===== config.mk =====
export PLATFORM = sky130hd
export DESIGN_NAME = axi_wr_txn_tracker
export DESIGN_NICKNAME = d
export VERILOG_FILES = /design/src/rtl/axi_perf_pkg.sv /design/src/rtl/axi_txn_store.sv /design/src/rtl/axi_wr_txn_tracker.sv
export SDC_FILE = /design/constraint.sdc
export NUM_CORES = 1
export LEC_CHECK = 0
export ABC_AREA = 0
export BUFFER_PORTS_ARGS = -buffer_cell sky130_fd_sc_hd__buf_2
export CORE_MARGIN = 10
export CORE_UTILIZATION = 42
export DETAILED_ROUTE_END_ITERATION = 8
export MAX_ROUTING_LAYER = met4
export PLACE_DENSITY = 0.63
export SLEW_MARGIN = 20
export SYNTH_ARGS = -nofsm -noshare
export SYNTH_HDL_FRONTEND = slang
export SYNTH_SLANG_ARGS = --single-unit
export TNS_END_PERCENT = 5

===== constraint.sdc =====
create_clock -name clk -period 6.95 [get_ports clk]
set_clock_uncertainty 0.15 [all_clocks]
set_input_delay 0 -clock clk [delete_from_list [all_inputs] [get_ports clk]]
set_output_delay 0 -clock clk [all_outputs]
set_load 0.03 [all_outputs]

===== src/rtl/axi_perf_pkg.sv =====
// axi_perf_pkg: shared widths and the outstanding-write entry type
package axi_perf_pkg;
    localparam int AXI_LEN_W = 8;
    localparam int BEATS_W = 9;
    localparam int TS_MAX_W = 32;
    typedef struct packed {
        logic [TS_MAX_W-1:0] ts_issue;
        logic [AXI_LEN_W-1:0] len;
        logic wdone;
    } txn_entry_t;
endpackage


===== src/rtl/axi_txn_store.sv =====
// axi_txn_store: circular entry store with AW (push), W (completion) and B (pop) pointers
module axi_txn_store
    import axi_perf_pkg::*;
#(
    parameter int MAX_OUTST = 8,
    localparam int PW = $clog2(MAX_OUTST) + 1,
    localparam int IW = PW - 1
) (
    input  logic                 clk,
    input  logic                 resetn,
    input  logic                 clr,
    input  logic                 push,
    input  logic [TS_MAX_W-1:0]  push_ts,
    input  logic [AXI_LEN_W-1:0] push_len,
    input  logic                 push_wdone,
    input  logic                 pop,
    input  logic                 wd_done,
    input  logic                 wd_skip,
    output logic [TS_MAX_W-1:0]  head_ts,
    output logic [AXI_LEN_W-1:0] head_len,
    output logic                 head_wdone,
    output logic [AXI_LEN_W-1:0] wd_len,
    output logic [PW-1:0]        count,
    output logic                 full,
    output logic                 empty,
    output logic                 wd_at_aw,
    output logic                 wd_is_head
);
    txn_entry_t mem [MAX_OUTST];
    logic [PW-1:0] aw_ptr, wd_ptr, b_ptr;

    assign count = aw_ptr - b_ptr;
    assign full = count == PW'(MAX_OUTST);
    assign empty = count == '0;
    assign wd_at_aw = wd_ptr == aw_ptr;
    assign wd_is_head = wd_ptr == b_ptr;
    assign {head_ts, head_len, head_wdone} = mem[b_ptr[IW-1:0]];
    assign wd_len = mem[wd_ptr[IW-1:0]].len;

    // Pointers: flushed by reset or clr, otherwise advanced by push, pop and W completion
    always_ff @(posedge clk) begin
        if (!resetn || clr) begin
            aw_ptr <= '0;
            wd_ptr <= '0;
            b_ptr <= '0;
        end else begin
            aw_ptr <= aw_ptr + PW'(push);
            b_ptr <= b_ptr + PW'(pop);
            wd_ptr <= wd_ptr + PW'(wd_done) + PW'(wd_skip);
        end
    end

    // Entry writes; a push into the slot being retired overrides its wdone update
    always_ff @(posedge clk) begin
        if (wd_done) mem[wd_ptr[IW-1:0]].wdone <= 1'b1;
        if (push) mem[aw_ptr[IW-1:0]] <= '{ts_issue: push_ts, len: push_len, wdone: push_wdone};
    end
endmodule


===== src/rtl/axi_wr_txn_tracker.sv =====
// axi_wr_txn_tracker: passive AXI4 write-port tap producing beat/transaction events and error flags
module axi_wr_txn_tracker
    import axi_perf_pkg::*;
#(
    parameter int MAX_OUTST = 8,
    parameter int TS_W = 16,
    localparam int PW = $clog2(MAX_OUTST) + 1
) (
    input  logic                 clk,
    input  logic                 resetn,
    input  logic                 enable,
    input  logic                 clr,
    input  logic                 aw_valid,
    input  logic                 aw_ready,
    input  logic [AXI_LEN_W-1:0] aw_len,
    input  logic                 w_valid,
    input  logic                 w_ready,
    input  logic                 w_last,
    input  logic                 b_valid,
    input  logic                 b_ready,
    output logic                 beat_evt,
    output logic                 txn_evt,
    output logic [TS_W-1:0]      txn_lat,
    output logic [BEATS_W-1:0]   txn_beats,
    output logic [PW-1:0]        outstanding,
    output logic                 overflow,
    output logic                 proto_err
);
    logic aw_hs, w_hs, wl_hs, b_hs, push, pop, w_chk, w_skip, early_inc;
    logic full, empty, wd_at_aw, wd_is_head, head_wdone, done_at_b, len_bad;
    logic [TS_W-1:0] ts;
    logic [BEATS_W-1:0] bcnt;
    logic [2:0] early_cnt;
    logic [AXI_LEN_W-1:0] wd_len, head_len;
    logic [TS_MAX_W-1:0] head_ts, lat_full;
    logic unused_lat;

    assign aw_hs = enable & aw_valid & aw_ready;
    assign w_hs = enable & w_valid & w_ready;
    assign wl_hs = w_hs & w_last;
    assign b_hs = enable & b_valid & b_ready;
    // a same-cycle pop frees a slot, so a push into a full store still succeeds
    assign pop = b_hs & ~empty;
    assign push = aw_hs & (~full | pop);
    assign w_chk = wl_hs & ~wd_at_aw;
    assign w_skip = push & (|early_cnt);
    assign early_inc = wl_hs & wd_at_aw & ((early_cnt != 3'd7) | w_skip);
    assign len_bad = bcnt != BEATS_W'(wd_len);
    assign done_at_b = head_wdone | (w_chk & wd_is_head);
    assign lat_full = TS_MAX_W'(ts) - head_ts;
    assign unused_lat = ^lat_full;

    axi_txn_store #(.MAX_OUTST(MAX_OUTST)) u_store (
        .clk(clk),
        .resetn(resetn),
        .clr(clr),
        .push(push),
        .push_ts(TS_MAX_W'(ts)),
        .push_len(aw_len),
        .push_wdone(w_skip),
        .pop(pop),
        .wd_done(w_chk),
        .wd_skip(w_skip),
        .head_ts(head_ts),
        .head_len(head_len),
        .head_wdone(head_wdone),
        .wd_len(wd_len),
        .count(outstanding),
        .full(full),
        .empty(empty),
        .wd_at_aw(wd_at_aw),
        .wd_is_head(wd_is_head)
    );

    // Free-running timestamp, cleared only by reset
    always_ff @(posedge clk) begin
        if (!resetn) ts <= '0;
        else ts <= ts + TS_W'(1);
    end

    // Beat/early counters, sticky flags and registered event outputs
    always_ff @(posedge clk) begin
        if (!resetn || clr) begin
            bcnt <= '0;
            early_cnt <= '0;
            beat_evt <= 1'b0;
            txn_evt <= 1'b0;
            txn_lat <= '0;
            txn_beats <= '0;
            overflow <= 1'b0;
            proto_err <= 1'b0;
        end else begin
            if (w_hs) bcnt <= w_last ? '0 : bcnt + BEATS_W'(1);
            early_cnt <= early_cnt + 3'(early_inc) - 3'(w_skip);
            beat_evt <= w_hs;
            txn_evt <= pop;
            if (pop) begin
                txn_lat <= lat_full[TS_W-1:0];
                txn_beats <= BEATS_W'(head_len) + BEATS_W'(1);
            end
            overflow <= overflow | (aw_hs & full & ~pop);
            proto_err <= proto_err | (b_hs & empty) | (w_chk & len_bad) | (pop & ~done_at_b);
        end
    end
endmodule


==> reports/qor.txt, run 1 <==
Critical Path Source: u_store.b_ptr[1]
Cell Rows: 61
Crit. End Element: flop
Starting density of the core: 42.86%
Internal power: 0.002620 W
Critical R2R Capture: txn_lat[15]
Sequential share of the synthesized area: 60.87%
Commonest non-fill, non-tap cell in the layout: edfxtp_1
Post-synthesis async set-or-reset flop share: 0%
Crit path DAT: 4.30 ns
Root Driver: clkbuf_16
Endpoints failing hold: 0
Clk slew on worst S/H paths: 0.06 ns
Tcrit/Tclk final: 58.00%
Post-Synthesis Net Count: 907
TritonRoute pass-1 iters: 5
Synth Warn #: 0
Grt ovf: 0
HP Class: input pin to flop
Diode count: 0
Leakage: 4.945 nW
Worst-margin pin slew: 0.9658 ns
Sw Pwr: 0.0006599 W
Max cap viols: 0
Status: completed
Global-route wire length before repair: 43.68 mm
Num ports: 52
Final wirelength: 28.13 mm
Remaining antenna violation count: 0
R2r setup slk: 2.92 ns
Setup crit end: txn_lat[15]
CTS tree: built
Setup violators final: 0
Worst-Skew Late Latency: 0.55 ns
Peak Freq: 248.1 MHz
Bufs on Longest Clock Path: 3
Layout Nets: 993
Clock network power share: 44.9%
Drt via density: 5.431
Die Wd: 189.1 um
Tmin final: 4.031 ns
DRC Markers: 0
Share of layout cells above drive strength 1: 18.98%
Flops & latches, synth: 269
Via count: 7288
Max-slew violation count: 0
Core area: 28010 um2
Combinational Power Share: 2.5%
Wire length per cell: 20.96 um
Critical path type: flop to flop
Pwr dens: 235.7 nW/um2
Post-Syn Area per Cell: 14.02 um2
Crit path launch type: flop
Commonest cells after routing, fill and taps aside: edfxtp_1 (192), dfxtp_1 (75), nand2_1 (66)
Clock sink count: 269
CTS buffer count: 28
Synth Flop Type: edfxtp_1
Starting DRT DRC Count: 674
Worst Path Required: 7.22 ns
Reg2reg start: u_store.b_ptr[1]
# port buffers: 51
Worst hold slack: 0.01308 ns
Synthesized area: 12000 um2
Max VDD drop: 0.1831 mV
Area Growth Syn to Fin: 15.91%
Vias in the first global route: 7394
Die area: 35740 um2
Reg power frac: 52.5%
Fin Setup TNS: 0 ns
Total GRT Usage: 15.99%
Die Y: 189.1 um
Fill count: 2372
Crit-path max FO: 31
Post-DP HPWL: 17.86 mm
Sw frac: 20.12%
Number of flops mapped to enable cells by yosys: 192
Initial antenna violation count: 0
Max_slew headroom: 35.54%
Pin count of the biggest net entering global routing: 37
Yosys cell types: 58
Post-synthesis cell count: 856
CTS H-tree lvls: 1
Worst Reg2Reg Path Length in Cells: 11
Unrepaired setup endpoints after global routing: no
GP Congestion: 0.8191
[stage by stage]
step | utilization (%) | worst slack, ns | total power (W) | cell area (um2) | cells
finish | 49.67 | 2.919 | 0.003279 | 13910 | 1342
global route | 49.67 | 2.527 | 0.003383 | 13910 | 1342
CTS | 49.65 | 2.855 | 0.003307 | 13910 | 1342
detailed placement | 45.47 | 2.899 | 0.001832 | 12740 | 1264
global placement | 45.47 | 2.938 | 0.001831 | 12740 | 1264
floorplan | - | 1.416 | 0.001801 | 12000 | 856
[logic make-up after synthesis]
group | synth area share, %
XOR/XNOR | 4.305
AO/OA/AOI/OAI | 6.077
flip-flops | 60.87
AND/OR/NAND/NOR | 8.505
buffers and inverters | 2.345
multiplexers | 14.31
adder cells (fa/ha/maj) | 3.586
[power groups by stage]
stage,Clock [W],Sequential (W),Combinational [W]
2_1_floorplan,0,0.00175,0.0000462
3_3_place_gp,0,0.00176,0.0000740
3_5_place_dp,0,0.00176,0.0000751
4_1_cts,0.00150,0.00172,0.0000840
5_1_grt,0.00157,0.00172,0.0000921
6_report,0.00147,0.00172,0.0000836
[synth_stat cells, types with 23 or more instances]
| master | n | area (um2) |
|---|---|---|
| xnor2_1 | 30 | 262.8 |
| ha_1 | 28 | 350.3 |
| nor2_1 | 46 | 172.7 |
| edfxtp_1 | 192 | 5766 |
| mux2i_1 | 43 | 430.4 |
| mux4_2 | 52 | 1171 |
| dfxtp_1 | 77 | 1541 |
| xor2_1 | 29 | 254.0 |
| nand2_1 | 66 | 247.7 |
| nand3_1 | 32 | 160.2 |
| o21ai_0 | 23 | 115.1 |
| a21oi_1 | 32 | 160.2 |
| inv_1 | 27 | 101.4 |
[cell type report]
cell class / count / area (um2) / area share, %
clock buffer: 39 / 793.3 / 5.701
clock inverter: 13 / 118.9 / 0.8543
inverter: 29 / 108.9 / 0.7824
multi-input combinational: 518 / 4449 / 31.98
sequential: 269 / 7312 / 52.55
tap: 378 / 473.0 / 3.399
timing repair buffer: 96 / 658.1 / 4.730
[per-layer routing]
layer | part of all wire (%) | vias up | GRT usage [%]
met4 | 1.8 | 0 | 3.907
met3 | 5.2 | 38 | 2.260
met2 | 46 | 186 | 24.58
met5 | 0 | - | -
li1 | - | 3398 | -
met1 | 47 | 3666 | 22.04
[critical path, cell delays in order, from the launching register on]
cell,delay [ns]
dfxtp_2,0.78
buf_4,0.56
mux4_2,0.38
mux2i_1,0.15
ha_1,0.28
o21ai_0,0.16
a21oi_1,0.08
o31ai_1,0.44
o21ai_0,0.28
o41ai_1,0.39
xnor2_1,0.16
o21ai_0,0.09
[worst min-delay path by stage]
stage / start / end / slack, ns / cells after the start
after CTS: enable / bcnt[3] / 0.001 / 5
final: enable / bcnt[3] / 0.01 / 5
after global routing: enable / bcnt[3] / 0.07 / 5
after floorplan: aw_len[0] / u_store.mem[0][1] / -0.05 / 0
after detailed placement: aw_len[1] / u_store.mem[0][2] / 0.12 / 1
after global placement: aw_len[7] / u_store.mem[1][8] / 0.13 / 1
[registers in the layout (all words and copies together) (netlist names)]
signal	flops
u_store.mem	200
ts	16
txn_lat	16
bcnt	9
txn_beats	9
u_store.aw_ptr	4
u_store.b_ptr	4
u_store.wd_ptr	4
early_cnt	3
beat_evt	1
overflow	1
proto_err	1
txn_evt	1
[timing repair]
action,CTS,global route
hold buffers,26,0
buffers inserted,0,0
endpoints found under the hold margin,131,0
gates resized for setup,0,0
Power figures use the tool's default switching activity.
==> run 2, diff against run 1 <==
==> constraint.sdc (replaced) <==
create_clock -name clk -period 3.9 [get_ports clk]
set_clock_uncertainty 0.15 [all_clocks]
set_input_delay 0 -clock clk [delete_from_list [all_inputs] [get_ports clk]]
set_output_delay 0 -clock clk [all_outputs]
set_load 0.03 [all_outputs]
==> reports/qor.txt, run 2 (same netlist as run 1, synthesis figures left out) <==
Tmin final: 3.624 ns (was 4.031 ns)
Max cap viols: 0 (unchanged)
R2r setup slk: 0.28 ns (was 2.92 ns)
Num ports: 52 (unchanged)
DP Cell Count: 1273 (was 1264)
Delay-heaviest family, CP: buffers and inverters (was compound AO/OA/AOI/OAI gates)
Fin Setup TNS: 0 ns (unchanged)
Clock sink count: 269 (unchanged)
Die Wd: 189.1 um (unchanged)
CP max-delay cell: dfxtp_1 (was dfxtp_2)
Worst Path Required: 4.18 ns (was 7.22 ns)
Tcrit/Tclk final: 92.93% (was 58.00%)
Drt via density: 5.448 (was 5.431)
Largest register FFs: 200 (unchanged)
Cell Rows: 61 (unchanged)
Critical path type: flop to flop (unchanged)
Layout Nets: 1001 (was 993)
Grt ovf: 0 (unchanged)
Max_slew headroom: 26.60% (was 35.54%)
Crit path launch type: flop (unchanged)
Commonest cells after routing, fill and taps aside: edfxtp_1 (192), dfxtp_1 (75), nand2_1 (65) (was edfxtp_1 (192), dfxtp_1 (75), nand2_1 (66))
Final wirelength: 28.72 mm (was 28.13 mm)
Crit path DAT: 3.91 ns (was 4.30 ns)
CTS tree: built (unchanged)
CTS buffer count: 28 (unchanged)
GP Congestion: 0.8164 (was 0.8191)
Pin count of the biggest net entering global routing: 31 (was 37)
# port buffers: 51 (unchanged)
Max-slew violation count: 0 (unchanged)
Remaining antenna violation count: 0 (unchanged)
Commonest non-fill, non-tap cell in the layout: edfxtp_1 (unchanged)
Total GRT Usage: 16.56% (was 15.99%)
Worst-Skew Late Latency: 0.55 ns (about the same)
Met3 routed WL: 1.579 mm (was 1.449 mm)
Crit-path max FO: 12 (was 31)
Leakage: 5.007 nW (was 4.945 nW)
Crit. End Element: flop (unchanged)
Setup violators final: 0 (unchanged)
Initial antenna violation count: 0 (unchanged)
Clk slew on worst S/H paths: 0.06 ns (about the same)
Die area: 35740 um2 (unchanged)
Starting DRT DRC Count: 662 (was 674)
Unrepaired setup endpoints after global routing: no (unchanged)
Worst-margin pin slew: 1.098 ns (was 0.9658 ns)
Hold EP: bcnt[3] (unchanged)
Starting density of the core: 42.86% (unchanged)
Root Driver: clkbuf_16 (unchanged)
CP peak stage delay: 0.78 ns (about the same)
Share of layout cells above drive strength 1: 20.08% (was 18.98%)
Via count: 7350 (was 7288)
CTS H-tree lvls: 1 (unchanged)
Area Growth Syn to Fin: 17.14% (was 15.91%)
Post-cts sizing count: 0 (unchanged)
Finished Layout Cells: 1349 (was 1342)
HP Class: input pin to flop (unchanged)
CP Buf/Inv Count: 2 (was 1)
Reg2reg start: u_store.wd_ptr[0] (was u_store.b_ptr[1])
Critical R2R Capture: proto_err (was txn_lat[15])
Wire length per cell: 21.29 um (was 20.96 um)
Global-route wire length before repair: 45.23 mm (was 43.68 mm)
Status: completed (unchanged)
Core area: 28010 um2 (unchanged)
Hold path start: w_ready (was enable)
Worst Reg2Reg Path Length in Cells: 8 (was 11)
Vias in the first global route: 7685 (was 7394)
DRC Markers: 0 (unchanged)
Peak Freq: 275.9 MHz (was 248.1 MHz)
TritonRoute pass-1 iters: 5 (unchanged)
Die Y: 189.1 um (unchanged)
Pwr dens: 422.7 nW/um2 (was 235.7 nW/um2)
Endpoints failing hold: 0 (unchanged)
CP cell instances: inv_2 -> mux2i_1 -> xnor2_1 -> nand2_1 -> or4_4 -> o41ai_2 -> a31oi_1 -> dlygate4sd3_1 (was buf_4 -> mux4_2 -> mux2i_1 -> ha_1 -> o21ai_0 -> a21oi_1 -> o31ai_1 -> o21ai_0 -> o41ai_1 -> xnor2_1 -> o21ai_0)
Diode count: 0 (unchanged)
Hold Path Cell Cnt: 5 (unchanged)
Worst hold slack: 0.02947 ns (was 0.01308 ns)
Max VDD drop: 0.3377 mV (was 0.1831 mV)
Top layer reached by signal wires: met4 (unchanged)
Crit. path cell count: 8 (was 11)
WL met2: 13.57 mm (was 12.96 mm)
Post-DP HPWL: 18.18 mm (was 17.86 mm)
Wl on met1: 12.92 mm (was 13.22 mm)
Bufs on Longest Clock Path: 3 (unchanged)
run 2: area by class of cell:
type	instances	area, um2
Fill cell	2407	13950
Multi-Input combinational cell	518	4501
Sequential cell	269	7312
Tap cell	378	473.0
Timing Repair Buffer	104	728.2
Clock inverter	19	201.4
Inverter	29	108.9
Clock buffer	32	737.0
run 2: how the worst max path moves through the flow:
| stage | start | endpoint | slack [ns] |
|---|---|---|---|
| 4_1_cts | u_store.wd_ptr[0] | proto_err | 0.30 |
| 6_report | u_store.wd_ptr[0] | proto_err | 0.28 |
| 2_1_floorplan | u_store.b_ptr[1] | early_cnt[2] | -0.03 |
| 5_1_grt | u_store.wd_ptr[0] | proto_err | 0.07 |
| 3_5_place_dp | u_store.b_ptr[0] | txn_lat[15] | 0.40 |
| 3_3_place_gp | u_store.b_ptr[0] | txn_lat[14] | 0.46 |
run 2: tightest hold or removal path: cells and delay by family:
kind / cells / cell delay, ns
buffers and inverters: 1 / 0.10
AND/OR/NAND/NOR: 3 / 0.50
XOR/XNOR: 1 / 0.08
run 2: power breakdown:
part	internal (W)	total (W)	switching (W)	leakage, nW
Sequential	0.00305	0.00307	0.0000120	2.31
Combinational	0.0000658	0.000154	0.0000881	2.23
Clock	0.00162	0.00272	0.00111	0.462
run 2: layer usage:
metal / global-route usage (%) / vias up
met5: - / -
met4: 4.579 / 0
met3: 2.352 / 43
met2: 26.24 / 204
met1: 21.93 / 3683
li1: - / 3420
run 2: timing repair:
item,CTS,global route
setup endpoints to repair,0,0
hold endpoints to repair,133,0
setup buffers,0,0
hold buffers,25,0
run 2: stage by stage:
stage	utilization (%)	setup WS (ns)	power, W	instance area, um2
2_1_floorplan	-	-0.02941	0.003210	12100
3_3_place_gp	45.96	0.4633	0.003265	12870
3_5_place_dp	45.96	0.3989	0.003268	12870
4_1_cts	50.20	0.2978	0.005983	14060
5_1_grt	50.20	0.06825	0.006127	14060
6_report	50.20	0.2758	0.005944	14060
==> run 3, diff against run 2 <==
==> constraint.sdc (replaced) <==
create_clock -name clk -period 3.9 [get_ports clk]
set_clock_uncertainty 0.15 [all_clocks]
set_input_delay 0.78 -clock clk [delete_from_list [all_inputs] [get_ports clk]]
set_output_delay 0.78 -clock clk [all_outputs]
set_load 0.03 [all_outputs]
==> reports/qor.txt, run 3 (same netlist as run 1, synthesis figures left out) <==
Status: completed (unchanged)
Starting density of the core: 42.86% (unchanged)
Internal power: 0.004814 W (was 0.004737 W)
CP max-delay cell: dfxtp_4 (was dfxtp_1)
Reg power frac: 51.2% (was 51.6%)
Worst-Skew Late Latency: 0.55 ns (about the same)
Worst Path Required: 4.17 ns (was 4.18 ns)
Num ports: 52 (unchanged)
Leakage: 4.916 nW (was 5.007 nW)
Peak Freq: 287.7 MHz (was 275.9 MHz)
Crit-path max FO: 12 (unchanged)
Tcrit/Tclk final: 89.14% (was 92.93%)
Wire length per cell: 21.01 um (was 21.29 um)
Share of layout cells above drive strength 1: 20.57% (was 20.08%)
Delay-heaviest family, CP: compound AO/OA/AOI/OAI gates (was buffers and inverters)
Setup Fix Bufs, Post-CTS: 0 (unchanged)
Final WS setup: 0.4236 ns (was 0.2758 ns)
DP Cell Count: 1276 (was 1273)
Hold-fix buffers, CTS: 0 (was 25)
Footprint of the multi-input gates: 4501 um2 (unchanged)
Root Driver: clkbuf_16 (unchanged)
Global-route wire length before repair: 42.86 mm (was 45.23 mm)
Met1 Use GR: 20.96% (was 21.93%)
CTS tree: built (unchanged)
M2 GR Usage: 24.67% (was 26.24%)
Combinational Power Share: 2.3% (was 2.6%)
Clock network power share: 46.4% (was 45.8%)
Die area: 35740 um2 (unchanged)
Layout Nets: 978 (was 1001)
Sw frac: 19.59% (was 20.31%)
CP Buf/Inv Count: 2 (unchanged)
Total GRT Usage: 15.76% (was 16.56%)
Core area: 28010 um2 (unchanged)
Vias in the first global route: 7279 (was 7685)
Max_slew headroom: 28.47% (was 26.60%)
Cell Rows: 61 (unchanged)
Sw Pwr: 0.001173 W (was 0.001207 W)
Clk slew on worst S/H paths: 0.06 ns (about the same)
Endpoints failing hold: 0 (unchanged)
Starting DRT DRC Count: 589 (was 662)
Crit. End Element: flop (unchanged)
Max VDD drop: 0.3038 mV (was 0.3377 mV)
Via count: 7269 (was 7350)
Worst-margin pin slew: 1.070 ns (was 1.098 ns)
Fill count: 2415 (was 2407)
HP Class: flop to flop (was input pin to flop)
Pwr dens: 432.8 nW/um2 (was 422.7 nW/um2)
CP cell instances: buf_4 -> mux4_2 -> mux2i_1 -> ha_1 -> o21ai_0 -> a21oi_1 -> o31ai_1 -> buf_4 -> o21ai_0 -> o41ai_1 -> xnor2_1 -> o21ai_0 (was inv_2 -> mux2i_1 -> xnor2_1 -> nand2_1 -> or4_4 -> o41ai_2 -> a31oi_1 -> dlygate4sd3_1)
Commonest non-fill, non-tap cell in the layout: edfxtp_1 (unchanged)
GP Congestion: 0.8144 (was 0.8164)
Initial antenna violation count: 0 (unchanged)
Area Growth Syn to Fin: 15.25% (was 17.14%)
Finished Layout Cells: 1326 (was 1349)
Met3 Track Usage GR: 3.014% (was 2.352%)
Bufs on Longest Clock Path: 3 (unchanged)
Die Y: 189.1 um (unchanged)
Critical path type: flop to flop (unchanged)
Drt via density: 5.482 (was 5.448)
# port buffers: 51 (unchanged)
Commonest cells after routing, fill and taps aside: edfxtp_1 (192), dfxtp_1 (75), nand2_1 (65) (unchanged)
Setup violators final: 0 (unchanged)
Grt ovf: 0 (unchanged)
Pin count of the biggest net entering global routing: 30 (was 31)
Die Wd: 189.1 um (unchanged)
Max cap viols: 0 (unchanged)
Diode count: 0 (unchanged)
Sequential cell area: 7312 um2 (unchanged)
Max-slew violation count: 0 (unchanged)
CP peak stage delay: 0.51 ns (was 0.78 ns)
CTS H-tree lvls: 1 (unchanged)
DRC Markers: 0 (unchanged)
Largest register FFs: 200 (unchanged)
CTS buffer count: 27 (was 28)
Place WS: 0.4356 ns (was 0.3989 ns)
Clock sink count: 269 (unchanged)
Post-DP HPWL: 18.39 mm (was 18.18 mm)
Crit path DAT: 3.75 ns (was 3.91 ns)
Remaining antenna violation count: 0 (unchanged)
Post-cts sizing count: 0 (unchanged)
Crit path launch type: flop (unchanged)
Final wirelength: 27.86 mm (was 28.72 mm)
CP most frequent cell: o21ai_0
Tmin final: 3.476 ns (was 3.624 ns)
TritonRoute pass-1 iters: 5 (unchanged)
Unrepaired setup endpoints after global routing: no (unchanged)
Global route hottest layer: met2 (unchanged)
-- run 3: changes by cell type in the layout (fill, tap and decap cells not counted), moves of 2 or more --
cell,delta
bufinv_16,+2
clkbuf_1,+3
buf_4,+4
dlygate4sd3_1,-25
clkbuf_16,-2
clkbuf_8,+2
clkinv_2,-2
-- run 3: path summary, 6_finish.rpt --
path / startpoint / end / slack, ns / cells past startpoint
setup reg to reg: u_store.b_ptr[0] / txn_lat[15] / 0.42 / 12
hold reg to reg: txn_lat[5] / txn_lat[5] / 0.30 / 2
setup / recovery: u_store.b_ptr[0] / txn_lat[15] / 0.42 / 12
hold / removal: txn_lat[5] / txn_lat[5] / 0.30 / 2
-- run 3: power by group through the flow --
stage | clock [W] | combinational (W) | sequential, W
CTS | 0.00283 | 0.000141 | 0.00307
floorplan | 0 | 0.0000833 | 0.00313
global route | 0.00296 | 0.000155 | 0.00307
global placement | 0 | 0.000138 | 0.00313
finish | 0.00278 | 0.000140 | 0.00307
detailed placement | 0 | 0.000140 | 0.00313
-- run 3: worst reg2reg max path, cell delays in order, from the launching register on --
cell and delay, ns:
dfxtp_4 0.51, buf_4 0.27, mux4_2 0.51, mux2i_1 0.15, ha_1 0.29, o21ai_0 0.16
a21oi_1 0.09, o31ai_1 0.28, buf_4 0.17, o21ai_0 0.15, o41ai_1 0.38, xnor2_1 0.16
o21ai_0 0.09
-- run 3: layout make-up --
cell class | count | area share, %
well taps | 378 | 3.419
flip-flops and latches | 269 | 52.85
repair buffers | 82 | 3.527
multi-input cells | 518 | 32.53
clock inverters | 15 | 1.637
clock buffers | 35 | 5.246
inverters | 29 | 0.7868
-- run 3: metal layers --
metal / vias to the layer above / share of wire, %
met4: 0 / 1.5
met2: 195 / 47
met1: 3668 / 45
li1: 3376 / -
met3: 30 / 6.2
met5: - / 0
-- run 3: stage by stage --
step	instance area, um2	TNS (ns)	power, W	hold WS, ns	utilization, %
final	13830	0	0.005987	0.2988	49.39
after detailed placement	12880	0	0.003268	0.2960	45.99
after global placement	12880	0	0.003265	0.2897	45.99
after global routing	13830	0	0.006181	0.3208	49.39
after CTS	13830	0	0.006037	0.3044	49.39
after floorplan	12100	-0.03031	0.003210	0.3081	-
